--- src/rtl/decode_pkg.sv ---
// ---------------------------------------------------------------------------
// decode_pkg
//   Shared definitions for the instruction-decode stage.
//   - fmt_e      : instruction format code carried on out_fmt
//   - OPC_*      : 7-bit major opcodes recognised by the decoder
//   No ports; imported by imm_gen and imm_decode_stage.
// ---------------------------------------------------------------------------
package decode_pkg;

    typedef enum logic [2:0] {
        FMT_R   = 3'd0,
        FMT_I   = 3'd1,
        FMT_S   = 3'd2,
        FMT_B   = 3'd3,
        FMT_U   = 3'd4,
        FMT_J   = 3'd5,
        FMT_ILL = 3'd7
    } fmt_e;

    // Every legal opcode ends in 2'b11, so matching the full 7 bits also
    // rejects compressed-style encodings with instr[1:0] != 2'b11.
    localparam logic [6:0] OPC_LUI      = 7'b0110111;
    localparam logic [6:0] OPC_AUIPC    = 7'b0010111;
    localparam logic [6:0] OPC_JAL      = 7'b1101111;
    localparam logic [6:0] OPC_JALR     = 7'b1100111;
    localparam logic [6:0] OPC_BRANCH   = 7'b1100011;
    localparam logic [6:0] OPC_LOAD     = 7'b0000011;
    localparam logic [6:0] OPC_STORE    = 7'b0100011;
    localparam logic [6:0] OPC_OP_IMM   = 7'b0010011;
    localparam logic [6:0] OPC_OP       = 7'b0110011;
    localparam logic [6:0] OPC_MISC_MEM = 7'b0001111;
    localparam logic [6:0] OPC_SYSTEM   = 7'b1110011;

endpackage

--- src/rtl/imm_gen.sv ---
// ---------------------------------------------------------------------------
// imm_gen
//   Purely combinational format classifier and immediate generator.
//   Parameters:
//     XLEN        - immediate width (32 or 64)
//     ILLEGAL_IMM - value driven for R-format and illegal instructions
//   Ports:
//     i_instr   in  32    raw instruction
//     o_fmt     out 3     format code (fmt_e encoding)
//     o_imm     out XLEN  sign-extended immediate
//     o_illegal out 1     opcode not recognised
// ---------------------------------------------------------------------------
module imm_gen
    import decode_pkg::*;
#(
    parameter int              XLEN        = 32,
    parameter logic [XLEN-1:0] ILLEGAL_IMM = '0
) (
    input  logic [31:0]     i_instr,
    output logic [2:0]      o_fmt,
    output logic [XLEN-1:0] o_imm,
    output logic            o_illegal
);

    fmt_e            w_fmt;
    logic [31:0]     w_imm32;
    logic [XLEN-1:0] w_immExt;

    // Classify the format purely from the major opcode; anything not listed
    // falls through to ILL.
    always_comb begin
        w_fmt = FMT_ILL;
        case (i_instr[6:0])
            OPC_OP:                                             w_fmt = FMT_R;
            OPC_OP_IMM, OPC_LOAD, OPC_JALR, OPC_MISC_MEM,
            OPC_SYSTEM:                                         w_fmt = FMT_I;
            OPC_STORE:                                          w_fmt = FMT_S;
            OPC_BRANCH:                                         w_fmt = FMT_B;
            OPC_LUI, OPC_AUIPC:                                 w_fmt = FMT_U;
            OPC_JAL:                                            w_fmt = FMT_J;
            default:                                            w_fmt = FMT_ILL;
        endcase
    end

    // Build a 32-bit sign-extended immediate first; widening to XLEN is a
    // separate step so the same field layout serves both datapath widths.
    always_comb begin
        w_imm32 = '0;
        case (w_fmt)
            FMT_I:   w_imm32 = {{20{i_instr[31]}}, i_instr[31:20]};
            FMT_S:   w_imm32 = {{20{i_instr[31]}}, i_instr[31:25], i_instr[11:7]};
            FMT_B:   w_imm32 = {{19{i_instr[31]}}, i_instr[31], i_instr[7],
                                i_instr[30:25], i_instr[11:8], 1'b0};
            FMT_U:   w_imm32 = {i_instr[31:12], 12'b0};
            FMT_J:   w_imm32 = {{11{i_instr[31]}}, i_instr[31], i_instr[19:12],
                                i_instr[20], i_instr[30:21], 1'b0};
            default: w_imm32 = '0;
        endcase
    end

    generate
        if (XLEN > 32) begin : g_wide
            assign w_immExt = {{(XLEN-32){w_imm32[31]}}, w_imm32};
        end else begin : g_narrow
            assign w_immExt = w_imm32;
        end
    endgenerate

    assign o_fmt     = w_fmt;
    assign o_illegal = (w_fmt == FMT_ILL);
    assign o_imm     = (w_fmt == FMT_R || w_fmt == FMT_ILL) ? ILLEGAL_IMM : w_immExt;

endmodule

--- src/rtl/imm_decode_stage.sv ---
// ---------------------------------------------------------------------------
// imm_decode_stage
//   Registered decode stage between fetch and execute with valid/ready on
//   both sides. Decodes format, immediate, register indices and funct fields
//   and passes the PC through with one cycle of latency.
//   Optional feature: define IMM_DECODE_SKID_EN to add a skid entry so that
//   in_ready is registered with no combinational path from out_ready.
//   Ports:
//     clk, rst (sync, active-high), flush
//     in_valid/in_ready/in_instr/in_pc           fetch side
//     out_valid/out_ready                        execute side handshake
//     out_pc, out_fmt, out_imm, out_rd, out_rs1, out_rs2,
//     out_funct3, out_funct7, out_illegal        decoded entry
// ---------------------------------------------------------------------------
module imm_decode_stage
    import decode_pkg::*;
#(
    parameter int              XLEN        = 32,
    parameter logic [XLEN-1:0] ILLEGAL_IMM = '0
) (
    input  logic            clk,
    input  logic            rst,
    input  logic            flush,
    input  logic            in_valid,
    output logic            in_ready,
    input  logic [31:0]     in_instr,
    input  logic [XLEN-1:0] in_pc,
    output logic            out_valid,
    input  logic            out_ready,
    output logic [XLEN-1:0] out_pc,
    output logic [2:0]      out_fmt,
    output logic [XLEN-1:0] out_imm,
    output logic [4:0]      out_rd,
    output logic [4:0]      out_rs1,
    output logic [4:0]      out_rs2,
    output logic [2:0]      out_funct3,
    output logic [6:0]      out_funct7,
    output logic            out_illegal
);

    // One decoded entry packed flat: pc, fmt, imm, rd, rs1, rs2, f3, f7, ill.
    localparam int W = 2*XLEN + 29;

    logic [2:0]      w_fmt;
    logic [XLEN-1:0] w_imm;
    logic            w_illegal;
    logic [W-1:0]    w_newEntry;
    logic            w_outFree;
    logic            w_accept;

    logic [W-1:0]    r_out;
    logic            r_outValid;

    imm_gen #(
        .XLEN        (XLEN),
        .ILLEGAL_IMM (ILLEGAL_IMM)
    ) u_immGen (
        .i_instr   (in_instr),
        .o_fmt     (w_fmt),
        .o_imm     (w_imm),
        .o_illegal (w_illegal)
    );

    assign w_newEntry = {in_pc, w_fmt, w_imm, in_instr[11:7], in_instr[19:15],
                         in_instr[24:20], in_instr[14:12], in_instr[31:25], w_illegal};

    // The output register can take something this cycle if it is empty or
    // its current entry is leaving.
    assign w_outFree = !r_outValid || out_ready;
    assign w_accept  = in_valid && in_ready && !flush;

`ifdef IMM_DECODE_SKID_EN
    logic [W-1:0] r_skid;
    logic         r_skidValid;

    // in_ready depends only on skid occupancy, so fetch never sees a
    // combinational path from out_ready.
    assign in_ready = !r_skidValid;

    // A held skid entry always moves to the output before new input is
    // taken (in_ready is low while it is held), which keeps ordering.
    always_ff @(posedge clk) begin
        if (rst) begin
            r_out       <= '0;
            r_outValid  <= 1'b0;
            r_skid      <= '0;
            r_skidValid <= 1'b0;
        end else if (flush) begin
            r_outValid  <= 1'b0;
            r_skidValid <= 1'b0;
        end else if (r_skidValid) begin
            if (w_outFree) begin
                r_out       <= r_skid;
                r_outValid  <= 1'b1;
                r_skidValid <= 1'b0;
            end
        end else if (w_accept) begin
            if (w_outFree) begin
                r_out      <= w_newEntry;
                r_outValid <= 1'b1;
            end else begin
                r_skid      <= w_newEntry;
                r_skidValid <= 1'b1;
            end
        end else if (out_ready) begin
            r_outValid <= 1'b0;
        end
    end
`else
    assign in_ready = w_outFree;

    // Single entry: load on accept (possibly while the old entry drains),
    // otherwise empty once execute takes the entry. Flush wins over accept.
    always_ff @(posedge clk) begin
        if (rst) begin
            r_out      <= '0;
            r_outValid <= 1'b0;
        end else if (flush) begin
            r_outValid <= 1'b0;
        end else if (w_accept) begin
            r_out      <= w_newEntry;
            r_outValid <= 1'b1;
        end else if (out_ready) begin
            r_outValid <= 1'b0;
        end
    end
`endif

    assign out_valid = r_outValid;
    assign {out_pc, out_fmt, out_imm, out_rd, out_rs1, out_rs2,
            out_funct3, out_funct7, out_illegal} = r_out;

endmodule

--- config.mk ---
export PLATFORM = sky130hd
export DESIGN_NAME = imm_decode_stage
export DESIGN_NICKNAME = d
export VERILOG_FILES = /design/src/rtl/decode_pkg.sv /design/src/rtl/imm_gen.sv /design/src/rtl/imm_decode_stage.sv
export SDC_FILE = /design/constraint.sdc
export NUM_CORES = 1
export LEC_CHECK = 0
export CAP_MARGIN = 10
export CORE_ASPECT_RATIO = 0.6
export CORE_MARGIN = 4
export CORE_UTILIZATION = 46
export DETAILED_ROUTE_END_ITERATION = 7
export PLACE_DENSITY_LB_ADDON = 0.12
export SYNTH_ARGS = -nofsm -noshare
export SYNTH_HDL_FRONTEND = slang
export SYNTH_HIERARCHICAL = 1
export SYNTH_SLANG_ARGS = --single-unit
--- constraint.sdc ---
create_clock -name clk -period 1.5 [get_ports clk]
set_input_delay 0.3 -clock clk [delete_from_list [all_inputs] [get_ports clk]]
set_output_delay 0.3 -clock clk [all_outputs]
set_load 0.01 [all_outputs]
==> impl_results.html <==
<table>
<tr><th>Metric</th><th>Value</th></tr>
<tr><th colspan="2">Flow run</th></tr>
<tr><td>Reported max-cap violation count</td><td>0</td></tr>
<tr><th colspan="2">Die</th></tr>
<tr><td>Die Footprint</td><td>~12000 sq um</td></tr>
<tr><td>Starting Density</td><td>roughly half</td></tr>
<tr><td>Die height</td><td>88.0 microns</td></tr>
<tr><td>Die span in x</td><td>around 140 microns</td></tr>
<tr><td>Area of the placeable core</td><td>between 10000 and 15000 sq um</td></tr>
<tr><td>IO Count</td><td>164</td></tr>
<tr><td>Placement row count</td><td>28</td></tr>
<tr><th colspan="2">STA</th></tr>
<tr><td>Endpoints failing setup</td><td>0</td></tr>
<tr><td>Final critical path time including I/O delays and setup</td><td>1460 ps</td></tr>
<tr><td>Pins Over Slew Limit</td><td>0</td></tr>
<tr><td>Final count of hold timing violations</td><td>0</td></tr>
<tr><td>RSZ-0062 raised after global routing</td><td>true</td></tr>
<tr><td>Hold slack final</td><td>410 ps</td></tr>
<tr><td>Portion of the clock cycle consumed by the worst path in the final layout</td><td>97.2%</td></tr>
<tr><td>Final worst slack</td><td>between 40 and 50 ps</td></tr>
<tr><td>Slew Limit Headroom</td><td>between 80% and 90%</td></tr>
<tr><td>Worst clock skew on the final layout</td><td>8.40 ps</td></tr>
<tr><td>Highest Clock Rate</td><td>686 MHz</td></tr>
<tr><td>Measured slew at the worst slew-check pin</td><td>290 ps</td></tr>
<tr><td>Total negative slack</td><td>0 ps</td></tr>
<tr><th colspan="2">Synthesis</th></tr>
<tr><td>Distinct cell type count after synthesis</td><td>42</td></tr>
<tr><td>Number of nets in the synthesized netlist</td><td>between 500 and 600</td></tr>
<tr><td>Post-synthesis cell count</td><td>approximately 520</td></tr>
<tr><td>Leading cell types by total area after synthesis</td><td>dfxtp_1, nand2b_1, mux2i_1, nand2_1, buf_8</td></tr>
<tr><td>Total of warnings raised by yosys</td><td>6</td></tr>
<tr><td>Main synth FF type</td><td>dfxtp_1</td></tr>
<tr><td>Leading area contributor after synthesis</td><td>dfxtp_1</td></tr>
<tr><td>Share of the synthesized area in the top cell type</td><td>38.3%</td></tr>
<tr><td>Number of flip-flops and latches in the synthesized netlist</td><td>94</td></tr>
<tr><td>Cell area after synthesis</td><td>4910 sq um</td></tr>
<tr><td>Ys async rst share</td><td>0%</td></tr>
<tr><td>Average instance area after synthesis</td><td>9.37 sq um</td></tr>
<tr><td>Number of enable flip-flop cells after synthesis</td><td>0</td></tr>
<tr><td>Fraction of the yosys area taken by sequential cells</td><td>a little under two fifths</td></tr>
<tr><th colspan="2">GRT</th></tr>
<tr><td>Global-route wire length before repair</td><td>21500 microns</td></tr>
<tr><td>Number of antenna violations at the first check in global routing</td><td>0</td></tr>
<tr><td>Number of global-route vias before repair</td><td>between 4000 and 5000</td></tr>
<tr><td>Total routing usage reported by global routing</td><td>a little over a fifth</td></tr>
<tr><td>Pin count of the biggest net entering global routing</td><td>94</td></tr>
<tr><td>Overflow left after global routing</td><td>0</td></tr>
<tr><th colspan="2">Power and ir drop</th></tr>
<tr><td>Leakage power total</td><td>roughly 3.3 nW</td></tr>
<tr><td>Post-layout power</td><td>between 5 and 6 mW</td></tr>
<tr><td>Part of the power in combinational logic</td><td>approximately 18%</td></tr>
<tr><td>Clock network fraction of total power</td><td>a little under two fifths</td></tr>
<tr><td>Cell Int Power</td><td>around 4.4 mW</td></tr>
<tr><td>Power per cell area</td><td>817 nW/um^2</td></tr>
<tr><td>Flop pwr share</td><td>44.5%</td></tr>
<tr><td>Psw</td><td>between 1 and 1.5 mW</td></tr>
<tr><td>Worst voltage drop across the vdd grid</td><td>roughly 0.57 mV</td></tr>
<tr><td>Switch share</td><td>25.1%</td></tr>
<tr><th colspan="2">Route</th></tr>
<tr><td>Number of search-and-repair iterations in the first detailed-routing pass</td><td>5</td></tr>
<tr><td>Post-route DRC</td><td>0</td></tr>
<tr><td>Antenna Nets Post-Route</td><td>0</td></tr>
<tr><td>Via density per instance</td><td>4.88</td></tr>
<tr><td>Routed wirelength normalized by instance count</td><td>~16 microns</td></tr>
<tr><td>Total vias in the final route</td><td>4151</td></tr>
<tr><td>Total Wirelength</td><td>~14000 microns</td></tr>
<tr><td>Detailed Route Iter0 Violations</td><td>approximately 200</td></tr>
<tr><th colspan="2">Finish</th></tr>
<tr><td>Final nets</td><td>roughly 780</td></tr>
<tr><td>Growth of design area from synthesis to finish</td><td>47.9%</td></tr>
<tr><td>Number of filler cells placed in the layout</td><td>between 800 and 900</td></tr>
<tr><td>Layout cells sized above 1</td><td>a little over an eighth</td></tr>
<tr><td>Most common cell after layout, fill and taps aside</td><td>nand2b_1</td></tr>
<tr><td>Diode count</td><td>0</td></tr>
<tr><td>Commonest cells after routing, fill and taps aside</td><td>nand2b_1, dlygate4sd2_1, dfxtp_1</td></tr>
<tr><th colspan="2">Placement</th></tr>
<tr><td>Number of buffer cells added on primary ports</td><td>around 160</td></tr>
<tr><td>DPL Wire Length</td><td>around 10000 microns</td></tr>
<tr><td>Post-placement worst setup slack</td><td>-599 ps</td></tr>
<tr><td>Global placer's final weighted congestion</td><td>between 0.8 and 0.9</td></tr>
<tr><th colspan="2">Setup path</th></tr>
<tr><td>Count of cell instances traversed by the critical path</td><td>6</td></tr>
<tr><td>CP max FO</td><td>9</td></tr>
<tr><td>Type of element launching the critical path</td><td>flop</td></tr>
<tr><td>Worst path required time</td><td>approximately 1800 ps</td></tr>
<tr><td>Critical path capture point type</td><td>flop</td></tr>
<tr><td>Worst path max stage delay</td><td>about 320 ps</td></tr>
<tr><td>Crit-path slowest cell</td><td>dfxtp_2</td></tr>
<tr><td>Origin of the worst setup path</td><td>out_valid$_SDFFE_PP0P_</td></tr>
<tr><td>Critical Path, Cell by Cell</td><td>nor2b_4, buf_6, nor3b_4, buf_8, clkbuf_16, mux2i_1</td></tr>
<tr><td>End point of the critical path</td><td>r_out[57]$_SDFFE_PP0P_</td></tr>
<tr><td>Source of the worst register-to-register timing path</td><td>out_valid$_SDFFE_PP0P_</td></tr>
<tr><td>Kind of cell adding the most delay to the critical path</td><td>buffers and inverters</td></tr>
<tr><td>Reg2reg setup slack</td><td>between 40 and 50 ps</td></tr>
<tr><td>Kind of critical path</td><td>flop to flop</td></tr>
<tr><td>Worst r2r dst</td><td>r_out[57]$_SDFFE_PP0P_</td></tr>
<tr><td>R2R cell count</td><td>6</td></tr>
<tr><td>Number of buffer and inverter instances along the worst setup path</td><td>3</td></tr>
<tr><td>Crit path DAT</td><td>1730 ps</td></tr>
<tr><th colspan="2">Status</th></tr>
<tr><td>Outcome</td><td>finished clean</td></tr>
<tr><th colspan="2">Clocking</th></tr>
<tr><td>CTS Buf Count</td><td>9</td></tr>
<tr><td>Total number of H-tree levels</td><td>3</td></tr>
<tr><td>Hold buffers post-CTS</td><td>0</td></tr>
<tr><td>Maximum count of clock buffers along a single path</td><td>2</td></tr>
<tr><td>Buffer cell driving the clock tree root</td><td>clkbuf_16</td></tr>
<tr><td>Later-pin clock latency in the skew report</td><td>approximately 340 ps</td></tr>
<tr><td>TritonCTS clock tree</td><td>yes</td></tr>
<tr><td>Clk sink count</td><td>94</td></tr>
<tr><td>CTS clock-pin slew for the worst setup and hold paths</td><td>70 ps</td></tr>
<tr><th colspan="2">Worst hold path</th></tr>
<tr><td>Hold/Removal Path Class</td><td>input port to flop</td></tr>
</table>
power by group through the flow:
stage	clock, mW	sequential (mW)	combinational (mW)
3_3_place_gp	0	2.69	1.05
5_1_grt	2.41	2.65	1.13
6_report	2.25	2.64	1.05
2_1_floorplan	0	2.74	0.466
4_1_cts	2.30	2.64	1.01
3_5_place_dp	0	2.70	1.06
kinds of logic (layout without fill, tap and decap cells):
kind of cell / Yosys count / in the layout / share of synthesized area (%)
muxes: 94 / 94 / 19.2
buffers and inverters: 42 / 233 / 5.38
and+or+nand+nor: 255 / 255 / 31.1
AOI/OAI and AO/OA: 38 / 38 / 5.84
xor gates and xnor gates: 1 / 1 / 0.178
DFF: 94 / 94 / 38.3
repair_timing:
action	4_1_cts	5_1_grt
endpoints found under the setup margin	128	55
resized for setup	112	29
pin swaps	6	4
setup buffers	2	0
cloned	0	3
how the worst min path moves through the flow:
stage / end / cells after the start / slack (ps) / start
after detailed placement: r_out[58]$_SDFFE_PP0P_ / 2 / 460 / r_out[58]$_SDFFE_PP0P_
final: out_valid$_SDFFE_PP0P_ / 5 / 410 / out_ready
after global placement: r_out[24]$_SDFFE_PP0P_ / 2 / 460 / r_out[24]$_SDFFE_PP0P_
after CTS: r_out[5]$_SDFFE_PP0P_ / 3 / 400 / rst
after global routing: out_valid$_SDFFE_PP0P_ / 5 / 440 / out_ready
after floorplan: out_valid$_SDFFE_PP0P_ / 1 / 380 / flush
sequential cells by signal (all words and copies together), names as in the netlist:
signal,count
r_out,93
out_valid,1
per-stage QoR:
| step | cells | instance area [sq um] | utilization (%) |
|---|---|---|---|
| after floorplan | 524 | 4910 | - |
| after global placement | 829 | 6910 | 68.3 |
| after detailed placement | 829 | 6910 | 68.3 |
| after CTS | 847 | 7130 | 70.5 |
| after global routing | 850 | 7260 | 71.7 |
| final | 850 | 7260 | 71.7 |
synth_stat cells, drive strengths merged, types with 2 or more instances:
cell type	number
and2	8
o21ai	6
dfxtp	94
a21oi	6
nor3b	2
a21o	8
nand2b	188
nand2	35
a31oi	2
clkbuf	20
nor3	2
inv	4
mux2i	93
nor4	3
a22o	5
nor2	6
nor2b	5
nand3	2
o211ai	2
buf	18
final cells by class:
type	count	area (sq um)	area share, %
clock buffer	12	267	3.67
multi-input combinational	388	2840	39.1
timing repair buffer	213	2060	28.4
tap	135	169	2.33
sequential	94	1880	25.9
inverter	4	15.0	0.207
clock inverter	4	30.0	0.414
per-layer routing:
layer  track usage (%)  vias to the layer above  share of wire, %
li1                  -                     2093                 -
met1              30.4                     1931                46
met2              32.7                      116                44
met3              6.93                       11               8.9
met4              5.10                        0              0.74
met5                 0                        -                 0
worst min-delay path, delay by kind of cell:
kind	cells	cell delay, ps
buffers and inverters	2	230
AND/OR/NAND/NOR	3	180
(Power assumes the default switching activity.)
